## src/rtl/fifo_rd_ctrl_if.sv

```systemverilog
// Read-side FIFO bundle: write/read pointer exchange, RAM read port and output stream.
// master = the read controller, slave = the surrounding RAM, write domain and consumer.
interface fifo_rd_ctrl_if #(
   parameter int ADDR_WIDTH = 10,
   parameter int DATA_WIDTH = 16
);
   logic [ADDR_WIDTH:0]   wr_ptr_gray;
   logic [ADDR_WIDTH:0]   rd_ptr_gray;
   logic                  ram_rd_en;
   logic [ADDR_WIDTH-1:0] ram_rd_addr;
   logic [DATA_WIDTH-1:0] ram_rd_data;
   logic [DATA_WIDTH-1:0] dout;
   logic                  dout_valid;
   logic                  dout_ready;
   logic [ADDR_WIDTH:0]   level;
   logic                  empty;
   logic                  ovf_err;

   modport master (
      input  wr_ptr_gray, ram_rd_data, dout_ready,
      output rd_ptr_gray, ram_rd_en, ram_rd_addr, dout, dout_valid, level, empty, ovf_err
   );

   modport slave (
      output wr_ptr_gray, ram_rd_data, dout_ready,
      input  rd_ptr_gray, ram_rd_en, ram_rd_addr, dout, dout_valid, level, empty, ovf_err
   );
endinterface

```

## src/rtl/fifo_rd_ctrl.sv

```systemverilog
// Read side of the dual-clock sample FIFO: syncs the Gray write pointer, issues
// 1-cycle-latency RAM reads into a 2-entry output buffer, returns a Gray read pointer.
module fifo_rd_ctrl #(
   parameter int ADDR_WIDTH = 10,
   parameter int DATA_WIDTH = 16
) (
   input  logic           clk,
   input  logic           rst,
   fifo_rd_ctrl_if.master bus
);
   localparam int PW = ADDR_WIDTH + 1;
   localparam logic [PW-1:0] DEPTH = {1'b1, {ADDR_WIDTH{1'b0}}};

   function automatic logic [PW-1:0] g2b(input logic [PW-1:0] g);
      logic [PW-1:0] b;
      for (int i = 0; i < PW; i++) b[i] = ^(g >> i);
      return b;
   endfunction

   logic [PW-1:0]         s1, s2, wr_bin, rd_bin, rd_gray, rd_bin_nxt, lvl;
   logic [DATA_WIDTH-1:0] b0, b1;
   logic [1:0]            cnt;
   logic [2:0]            occ;
   logic                  inflight, ovf_err, ovf_now, fire, issue;

   // Difference of two registers, so level only moves on clock edges.
   assign lvl        = wr_bin - rd_bin;
   assign ovf_now    = lvl > DEPTH;
   assign fire       = (cnt != 2'd0) && bus.dout_ready;
   assign occ        = {1'b0, cnt} + {2'b00, inflight} - {2'b00, fire};
   // The live overflow term also blocks the single cycle before ovf_err registers.
   assign issue      = (lvl != '0) && (occ < 3'd2) && !ovf_err && !ovf_now;
   assign rd_bin_nxt = rd_bin + PW'(1);

   always_ff @(posedge clk) begin
      if (rst) begin
         s1       <= '0;
         s2       <= '0;
         wr_bin   <= '0;
         rd_bin   <= '0;
         rd_gray  <= '0;
         inflight <= 1'b0;
         cnt      <= 2'd0;
         b0       <= '0;
         b1       <= '0;
         ovf_err  <= 1'b0;
      end else begin
         s1       <= bus.wr_ptr_gray;
         s2       <= s1;
         wr_bin   <= g2b(s2);
         ovf_err  <= ovf_err | ovf_now;
         inflight <= issue;
         if (issue) begin
            rd_bin  <= rd_bin_nxt;
            rd_gray <= rd_bin_nxt ^ (rd_bin_nxt >> 1);
         end
         // b0 is always the head; b1 only holds data when two words are buffered.
         case ({inflight, fire})
            2'b10: begin
               if (cnt == 2'd0) b0 <= bus.ram_rd_data;
               else             b1 <= bus.ram_rd_data;
               cnt <= cnt + 2'd1;
            end
            2'b01: begin
               b0  <= b1;
               cnt <= cnt - 2'd1;
            end
            2'b11: begin
               if (cnt == 2'd1) b0 <= bus.ram_rd_data;
               else begin
                  b0 <= b1;
                  b1 <= bus.ram_rd_data;
               end
            end
            default: ;
         endcase
      end
   end

   assign bus.rd_ptr_gray = rd_gray;
   assign bus.ram_rd_en   = issue;
   assign bus.ram_rd_addr = rd_bin[ADDR_WIDTH-1:0];
   assign bus.dout        = b0;
   assign bus.dout_valid  = cnt != 2'd0;
   assign bus.level       = lvl;
   assign bus.empty       = (lvl == '0) && !inflight && (cnt == 2'd0);
   assign bus.ovf_err     = ovf_err;
endmodule

```

## src/flat_wrapper.sv

```systemverilog
// flat-port wrapper written by rule: the top's interface ports become plain ports
module fifo_rd_ctrl_flat 
#(
   parameter int ADDR_WIDTH = 10,
   parameter int DATA_WIDTH = 16
)
  (clk, rst, bus_wr_ptr_gray, bus_ram_rd_data, bus_dout_ready, bus_rd_ptr_gray, bus_ram_rd_en, bus_ram_rd_addr, bus_dout, bus_dout_valid, bus_level, bus_empty, bus_ovf_err);
  fifo_rd_ctrl_if #(.ADDR_WIDTH(ADDR_WIDTH), .DATA_WIDTH(DATA_WIDTH)) bus_i ();
  input  logic clk;
  input  logic rst;
  input wire logic [$bits(bus_i.wr_ptr_gray)-1:0] bus_wr_ptr_gray;
  input wire logic [$bits(bus_i.ram_rd_data)-1:0] bus_ram_rd_data;
  input wire logic [$bits(bus_i.dout_ready)-1:0] bus_dout_ready;
  output wire logic [$bits(bus_i.rd_ptr_gray)-1:0] bus_rd_ptr_gray;
  output wire logic [$bits(bus_i.ram_rd_en)-1:0] bus_ram_rd_en;
  output wire logic [$bits(bus_i.ram_rd_addr)-1:0] bus_ram_rd_addr;
  output wire logic [$bits(bus_i.dout)-1:0] bus_dout;
  output wire logic [$bits(bus_i.dout_valid)-1:0] bus_dout_valid;
  output wire logic [$bits(bus_i.level)-1:0] bus_level;
  output wire logic [$bits(bus_i.empty)-1:0] bus_empty;
  output wire logic [$bits(bus_i.ovf_err)-1:0] bus_ovf_err;
  assign bus_i.wr_ptr_gray = bus_wr_ptr_gray;
  assign bus_i.ram_rd_data = bus_ram_rd_data;
  assign bus_i.dout_ready = bus_dout_ready;
  assign bus_rd_ptr_gray = bus_i.rd_ptr_gray;
  assign bus_ram_rd_en = bus_i.ram_rd_en;
  assign bus_ram_rd_addr = bus_i.ram_rd_addr;
  assign bus_dout = bus_i.dout;
  assign bus_dout_valid = bus_i.dout_valid;
  assign bus_level = bus_i.level;
  assign bus_empty = bus_i.empty;
  assign bus_ovf_err = bus_i.ovf_err;
  fifo_rd_ctrl #(.ADDR_WIDTH(ADDR_WIDTH), .DATA_WIDTH(DATA_WIDTH)) u_core (.clk(clk), .rst(rst), .bus(bus_i));
endmodule
```

## config.mk

```make
export PLATFORM = sky130hd
export DESIGN_NAME = fifo_rd_ctrl_flat
export DESIGN_NICKNAME = d
export VERILOG_FILES = /design/src/rtl/fifo_rd_ctrl_if.sv /design/src/rtl/fifo_rd_ctrl.sv /design/src/flat_wrapper.sv
export SDC_FILE = /design/constraint.sdc
export NUM_CORES = 1
export LEC_CHECK = 0
export CORE_UTILIZATION = 50
export CTS_BUF_LIST = sky130_fd_sc_hd__clkbuf_4 sky130_fd_sc_hd__clkbuf_8
export CTS_CLUSTER_DIAMETER = 150
export DETAILED_ROUTE_END_ITERATION = 10
export PLACE_DENSITY = 0.78
export SLEW_MARGIN = 40
export SYNTH_ARGS = -nofsm -noshare
export SYNTH_HDL_FRONTEND = slang
export SYNTH_SLANG_ARGS = --single-unit
```

## constraint.sdc

```tcl
create_clock -name clk -period 5.5 [get_ports clk]
set_input_delay 1.1 -clock clk [delete_from_list [all_inputs] [get_ports clk]]
set_output_delay 1.1 -clock clk [all_outputs]
set_load 0.01 [all_outputs]
```

==> impl_metrics.py, run 1 <==
metrics = {
    "synth": {
        "yosys_warnings": 0,
        "syn-cell-area_mm2": 0.00455,
        "synth_cell_types": 56,
        "syn_inst": 491,
        "synth_top_area_share_pct": 39.6,
        "synthArstFlopShare_pct": 0,
        "synth_edf_count": 0,
        "synth-seq-cells": 90,
        "yosys.area.top_type": "dfxtp_1",
        "synth.avg_cell_area_um2": 9.26,
        "synthTopCellsByArea": "dfxtp_1 40%, nor2_1 6.7%, ha_1 4.7%",
        "synth-main-ff-cell": "dfxtp_1",
        "syn_nets": 540,
        "ys_seq_area_share_pct": 39.6,
    },
    "timing": {
        "whs_ns": 0.440,
        "min_period_ns": 5.24,
        "fin_ws_ns": 0.263,
        "fin_skew_ns": 0.0144,
        "min_period_over_period_pct": 95.2,
        "tns_ns": 0,
        "rsz0062_at_grt": "no",
        "maxSlewViolCount": 0,
        "worst-slew-pin-transition_ns": 0.762,
        "max_freq_mhz": 191,
        "setup_viol": 0,
        "hold_viol": 0,
        "slew_headroom_pct": 48.7,
    },
    "floorplanning": {
        "start_util_pct": 51.9,
        "dieArea_mm2": 0.00948,
        "coreArea_mm2": 0.00876,
        "fp.dieH_um": 97.4,
        "die_x_um": 97.4,
        "row_count": 34,
        "io_pins": 82,
    },
    "place": {
        "place_hpwl_um": 6500,
        "gp_congestion": 0.954,
        "postPlaceCellArea_mm2": 0.00538,
        "dpl_worst_slack_ns": 0.311,
        "place_inst": 660,
        "io_buffers": 81,
    },
    "worst_setup_path": {
        "cp_cell_sequence": "ha_1 > inv_1 > fa_1 > a21o_2 > a311oi_2 > o21ba_2 > o2111ai_2 > a2111oi_4 > nand2_1 > nor4_1 > clkdlybuf4s50_1",
        "reg2reg_slack_ns": 1.84,
        "rr_endpoint": "u_core.rd_bin[0]$_SDFFE_PP0P_",
        "crit_path_top_delay_cell": "clkdlybuf4s50_1",
        "worstSetupPathType": "reg2out",
        "rr_startpoint": "u_core.rd_bin[0]$_SDFFE_PP0P_",
        "max_stage_delay_ns": 0.61,
        "worst_setup_path_start_kind": "flip-flop",
        "cp.required_ns": 4.40,
        "crit_fanout": 8,
        "reg2regPathDepth": 12,
        "end_kind": "output port",
        "critPathArrivalTime_ns": 4.14,
    },
    "grt": {
        "antenna_found_initial": 0,
        "grt_max_degree": 110,
        "grt_overflow": 0,
        "grtUsageTotal_pct": 20.1,
        "grt_pass1_vias": 3468,
        "grt_pass1_wl_um": 15800,
    },
    "drt": {
        "first_pass_iters": 7,
        "wl_per_cell_um": 13.7,
        "vias": 3661,
        "wl_um": 9240,
        "vias_per_cell": 5.42,
        "ant_nets": 0,
        "post-route-drc-count": 0,
        "drtIter0Drc": 236,
    },
    "clock_network": {
        "cts_max_level": 3,
        "postCtsHoldBufs": 0,
        "ctsResizeCount": 0,
        "cts_tree": "yes",
        "ctsLongestPathBuffers": 2,
        "clockRootBuffer": "clkbuf_8",
        "cts_buffers": 9,
        "insertion_delay_ns": 0.36,
        "cts_setup_buffers": 0,
        "clkSinkCount": 90,
        "clk_pin_slew_ns": 0.09,
    },
    "power_and_ir_drop": {
        "vdd_ir_drop_max_mv": 0.170,
        "power_mw": 2.39,
        "power_frac_comb_pct": 41.5,
        "switching_share_pct": 34.4,
        "power_frac_clock_pct": 24.9,
        "sequentialPowerShare_pct": 33.6,
        "power_density_mw_per_mm2": 423,
        "internal_power_mw": 1.57,
        "p_leak_nw": 2.23,
        "p_switching_mw": 0.825,
    },
    "layout": {
        "finalNetCount": 612,
        "final-instance-count-excl-fill": 676,
        "final_layout_size_suffix_gt1_share_pct": 9.15,
        "area_growth_pct": 24.3,
        "final_cell_area_mm2": 0.00565,
        "fillCellCount": 710,
        "antenna_cells": 0,
        "postLayoutCoreUtil_pct": 64.5,
    },
    "flow_run": {
        "drv_cap": 0,
    },
    "hold_path": {
        "hold_end": "u_core.s2[1]$_SDFF_PP0_",
        "hp-class": "reg2reg",
        "hold_path_startpoint": "u_core.s1[1]$_SDFF_PP0_",
        "hold_depth": 1,
    },
    "outcome": {
        "status": "completed",
    },
}
==> state kept, by name (all words and copies together) (netlist names) <==
signal                  count
u_core.bus.dout            16
u_core.rd_bin              10
u_core.inflight             1
u_core.bus.rd_ptr_gray     11
u_core.s2                  11
u_core.bus.ovf_err          1
u_core.b1                  16
u_core.cnt                  2
u_core.s1                  11
u_core.wr_bin              11
==> power groups by stage <==
stage	logic (mW)	clock network, mW	registers [mW]
after floorplan	0.670	0	0.826
after global placement	0.962	0	0.815
after detailed placement	0.988	0	0.820
after CTS	0.995	0.607	0.804
after global routing	1.09	0.632	0.818
final	0.995	0.595	0.804
==> area by class of cell <==
class / instances / area (um2) / area share [%]
Sequential cell: 90 / 1800 / 31.9
Tap cell: 108 / 135 / 2.39
Multi-Input combinational cell: 352 / 2520 / 44.6
Timing Repair Buffer: 82 / 820 / 14.5
Inverter: 28 / 105 / 1.86
Clock buffer: 9 / 124 / 2.19
Clock inverter: 7 / 148 / 2.61
==> metal layers <==
layer  vias to the layer above  GRT usage, %  part of all wire [%]
met1                      1686          25.7                    45
met4                         0          8.14                   2.0
met2                       115          33.8                    48
li1                       1842             -                     -
met3                        18          3.02                   4.5
met5                         -             0                     0
==> cells in the final DEF (no fill, tap or decap), drive strengths merged, types with 2 or more instances in the layout <==
| master | count |
|---|---|
| a2111o | 2 |
| a211oi | 4 |
| a21o | 4 |
| a21oi | 17 |
| a222oi | 16 |
| and2 | 2 |
| and2b | 8 |
| and3 | 4 |
| buf | 2 |
| bufinv | 4 |
| clkbuf | 9 |
| clkdlybuf4s50 | 80 |
| dfxtp | 90 |
| fa | 2 |
| ha | 17 |
| inv | 30 |
| mux2 | 18 |
| mux2i | 20 |
| nand2 | 19 |
| nand2b | 3 |
| nand3 | 8 |
| nor2 | 81 |
| nor2b | 27 |
| nor3 | 30 |
| nor4 | 2 |
| o2111ai | 2 |
| o21a | 3 |
| o21ai | 10 |
| or3 | 3 |
| xnor2 | 20 |
| xor2 | 15 |
| xor3 | 2 |
==> critical path: cells and delay by family (launching register included) <==
family | cells | cell delay [ns]
AND/OR/NAND/NOR | 2 | 0.58
buffers and inverters | 2 | 0.66
AO/OA/AOI/OAI | 5 | 1.44
adder cells (fa/ha/maj) | 2 | 0.60
flip-flops | 1 | 0.50
==> synthesized netlist by cell type, types with 2 or more instances <==
cell       n
a2111o_1   2
nand3_1    7
dfxtp_1   90
fa_1       2
inv_1     28
o21a_1     3
xor2_1    15
o21ai_0    8
xnor2_1   20
nor2b_1   27
mux2i_1   20
mux2_2     9
nand2b_1   3
nor4_1     2
and2_1     2
clkbuf_1  15
nand2_1   19
nor2_1    81
buf_6      2
a21o_2     2
and3_1     4
nor3_1    30
a21oi_1   17
or3_2      3
and2b_1    8
xor3_1     2
ha_1      17
mux2_4     8
a211oi_1   3
a222oi_1  16
==> cells by family after synthesis <==
| family | count (synthesis) | share of synthesized area [%] |
|---|---|---|
| muxes | 38 | 9.52 |
| and+or+nand+nor | 192 | 20.7 |
| buffers and inverters | 49 | 5.03 |
| AOI/OAI and AO/OA | 66 | 11.8 |
| DFF | 90 | 39.6 |
| xor gates and xnor gates | 37 | 7.79 |
| adders and majority gates | 19 | 5.56 |
==> how the worst max path moves through the flow <==
stage                               end  slack [ns]  cells after the start                           from
final                         bus_empty        0.26                     11  u_core.rd_bin[0]$_SDFFE_PP0P_
after global routing          bus_empty        0.08                     11  u_core.rd_bin[0]$_SDFFE_PP0P_
after CTS                 bus_ram_rd_en        0.27                     12  u_core.rd_bin[0]$_SDFFE_PP0P_
after detailed placement  bus_ram_rd_en        0.31                     10                 bus_dout_ready
after global placement    bus_ram_rd_en        0.40                     10                 bus_dout_ready
after floorplan           bus_ram_rd_en        0.80                     10                 bus_dout_ready
(Power assumes the default switching activity.)
==> run 2: changes to the inputs <==
--- a/config.mk
+++ b/config.mk
@@ -5,6 +5,7 @@
 export SDC_FILE = /design/constraint.sdc
 export NUM_CORES = 1
 export LEC_CHECK = 0
+export CAP_MARGIN = 30
 export CORE_UTILIZATION = 50
 export CTS_BUF_LIST = sky130_fd_sc_hd__clkbuf_4 sky130_fd_sc_hd__clkbuf_8
 export CTS_CLUSTER_DIAMETER = 150
==> results of run 2 <==
No change in the layout: final DEF, timing and power equal those of run 1.
==> run 3: changes to the inputs <==
--- a/config.mk
+++ b/config.mk
@@ -6,6 +6,7 @@
 export NUM_CORES = 1
 export LEC_CHECK = 0
 export CAP_MARGIN = 30
+export CORE_MARGIN = 2
 export CORE_UTILIZATION = 50
 export CTS_BUF_LIST = sky130_fd_sc_hd__clkbuf_4 sky130_fd_sc_hd__clkbuf_8
 export CTS_CLUSTER_DIAMETER = 150
==> run 3 against run 2 <==
  * Via count is 0.44% higher
  * Sequential share of layout area rose by 0.35 points
  * Clock skew shrank 0.0025 ns
  * Global-route usage shrank 0.46 points
  * Total power decreased by 5.2%
  * Final cell count unchanged
  * Sequential power hardly changed
  * Final area shrank 1.1%
  * Register-to-register slack worse by 0.08 ns
  * Critical path type unchanged
  * Critical path depth did not move
  * Hold slack barely moved
  * Flip-flop and latch count unchanged
==> impl_metrics.py, run 3 (synthesis gave the netlist of run 1 again) <==
metrics = {
    "power_and_ir_drop": {
        "p_leak_nw": 2.21,
        "vdd_ir_drop_max_mv": 0.174,
        "power_density_mw_per_mm2": 406,
    },
    "clock_network": {
        "postCtsHoldBufs": 0,
        "clockRootBuffer": "clkbuf_8",
        "clkSinkCount": 90,
        "insertion_delay_ns": 0.36,
        "cts_tree": "yes",
        "ctsLongestPathBuffers": 2,
        "cts_setup_buffers": 0,
        "ctsResizeCount": 0,
        "cts_max_level": 3,
        "clk_pin_slew_ns": 0.09,
        "cts_buffers": 9,
    },
    "worst_setup_path": {
        "end_kind": "output port",
        "path_buf_inv": 2,
        "crit_family": "compound AO/OA/AOI/OAI gates",
        "reg2regPathDepth": 12,
        "crit_fanout": 8,
        "critPathArrivalTime_ns": 4.19,
        "worst_setup_path_start_kind": "flip-flop",
        "worstSetupPathType": "reg2out",
        "rr_startpoint": "u_core.rd_bin[0]$_SDFFE_PP0P_",
        "cp_cell_sequence": "ha_1 > inv_1 > fa_1 > a21o_2 > a311oi_2 > o21ba_2 > o2111ai_2 > a2111oi_4 > nand2_1 > nor4_1 > clkdlybuf4s50_1",
        "max_stage_delay_ns": 0.61,
        "startpoint": "u_core.rd_bin[0]$_SDFFE_PP0P_",
        "reg2reg_slack_ns": 1.76,
        "cp.required_ns": 4.40,
        "crit_path_top_delay_cell": "clkdlybuf4s50_1",
        "rr_endpoint": "u_core.rd_bin[0]$_SDFFE_PP0P_",
    },
    "hold_path": {
        "hold_end": "u_core.s2[10]$_SDFF_PP0_",
        "hold_depth": 1,
        "hp-class": "reg2reg",
        "hold_path_startpoint": "u_core.s1[10]$_SDFF_PP0_",
    },
    "layout": {
        "fillCellCount": 714,
        "antenna_cells": 0,
        "final-instance-count-excl-fill": 676,
        "finalNetCount": 612,
        "area_growth_pct": 23.0,
        "layout_common_cells": "90 x dfxtp_1, 81 x nor2_1, 80 x clkdlybuf4s50_1, 30 x nor3_1, 28 x inv_1",
        "mostFrequentLayoutCell": "dfxtp_1",
        "final_layout_size_suffix_gt1_share_pct": 9.15,
    },
    "timing": {
        "min_period_over_period_pct": 96.2,
        "maxSlewViolCount": 0,
        "tns_ns": 0,
        "hold_viol": 0,
        "min_period_ns": 5.29,
        "setup_viol": 0,
        "whs_ns": 0.440,
        "fin_skew_ns": 0.0119,
        "worst-slew-pin-transition_ns": 0.784,
        "max_freq_mhz": 189,
        "rsz0062_at_grt": "no",
        "slew_headroom_pct": 47.3,
    },
    "floorplanning": {
        "fp.dieH_um": 99.4,
        "start_util_pct": 51.9,
        "coreArea_mm2": 0.00876,
        "dieArea_mm2": 0.00988,
        "row_count": 34,
        "die_x_um": 99.4,
        "io_pins": 82,
    },
    "drt": {
        "first_pass_iters": 8,
        "wl_um": 9310,
        "post-route-drc-count": 0,
        "vias_per_cell": 5.44,
        "drtIter0Drc": 250,
        "vias": 3677,
        "wl_per_cell_um": 13.8,
        "ant_nets": 0,
    },
    "grt": {
        "grt_pass1_vias": 3495,
        "grt_pass1_wl_um": 15900,
        "grtUsageTotal_pct": 19.6,
        "grt_overflow": 0,
        "grt_max_degree": 110,
        "antenna_found_initial": 0,
    },
    "place": {
        "place_hpwl_um": 6700,
        "gp_congestion": 0.965,
        "place_inst": 660,
        "io_buffers": 81,
    },
    "flow_run": {
        "drv_cap": 0,
    },
    "outcome": {
        "status": "completed",
    },
}
==> run 3: cell count changes in the layout (fill, tap and decap cells not counted) <==
| cell | before | now |
|---|---|---|
| bufinv_16 | 4 | 1 |
| clkbuf_8 | 9 | 10 |
| clkinv_2 | 0 | 1 |
| clkinv_4 | 0 | 2 |
| clkinvlp_4 | 1 | 0 |
==> run 3: metal layers <==
layer / part of all wire (%) / vias to the layer above / global-route usage (%)
met5: 0 / - / 0
li1: - / 1831 / -
met2: 49 / 122 / 32.3
met3: 5.5 / 13 / 3.37
met4: 1.5 / 0 / 7.69
met1: 44 / 1711 / 25.7
==> run 3: layout make-up <==
cell class / instances / area (um2) / area share (%)
multi-input combinational: 352 / 2520 / 45.1
sequential: 90 / 1800 / 32.2
timing repair buffer: 82 / 820 / 14.7
clock buffer: 10 / 138 / 2.46
tap: 108 / 135 / 2.42
inverter: 28 / 105 / 1.88
clock inverter: 6 / 72.6 / 1.30
==> run 3: per-stage QoR <==
stage	power, mW	instance area (um2)	util (%)	worst slack (ns)
final	2.27	5590	63.8	0.210
after global routing	2.42	5590	63.8	0.0187
after CTS	2.29	5590	63.8	0.243
after detailed placement	1.81	5380	61.4	0.347
after global placement	1.78	5380	61.3	0.399
after floorplan	1.50	4550	-	0.801
==> run 3: power by group <==
part           total [mW]  internal, mW  switching (mW)  leakage (nW)
Sequential          0.806         0.746          0.0601         0.737
Clock               0.469         0.228           0.241         0.109
Combinational       0.995         0.471           0.523          1.36
==> run 3: worst max path at each step <==
stage | slack (ns) | cells after the start | end
floorplan | 0.80 | 10 | bus_ram_rd_en
global placement | 0.40 | 10 | bus_ram_rd_en
detailed placement | 0.35 | 10 | bus_ram_rd_en
CTS | 0.24 | 11 | bus_empty
global route | 0.02 | 11 | bus_empty
finish | 0.21 | 11 | bus_empty
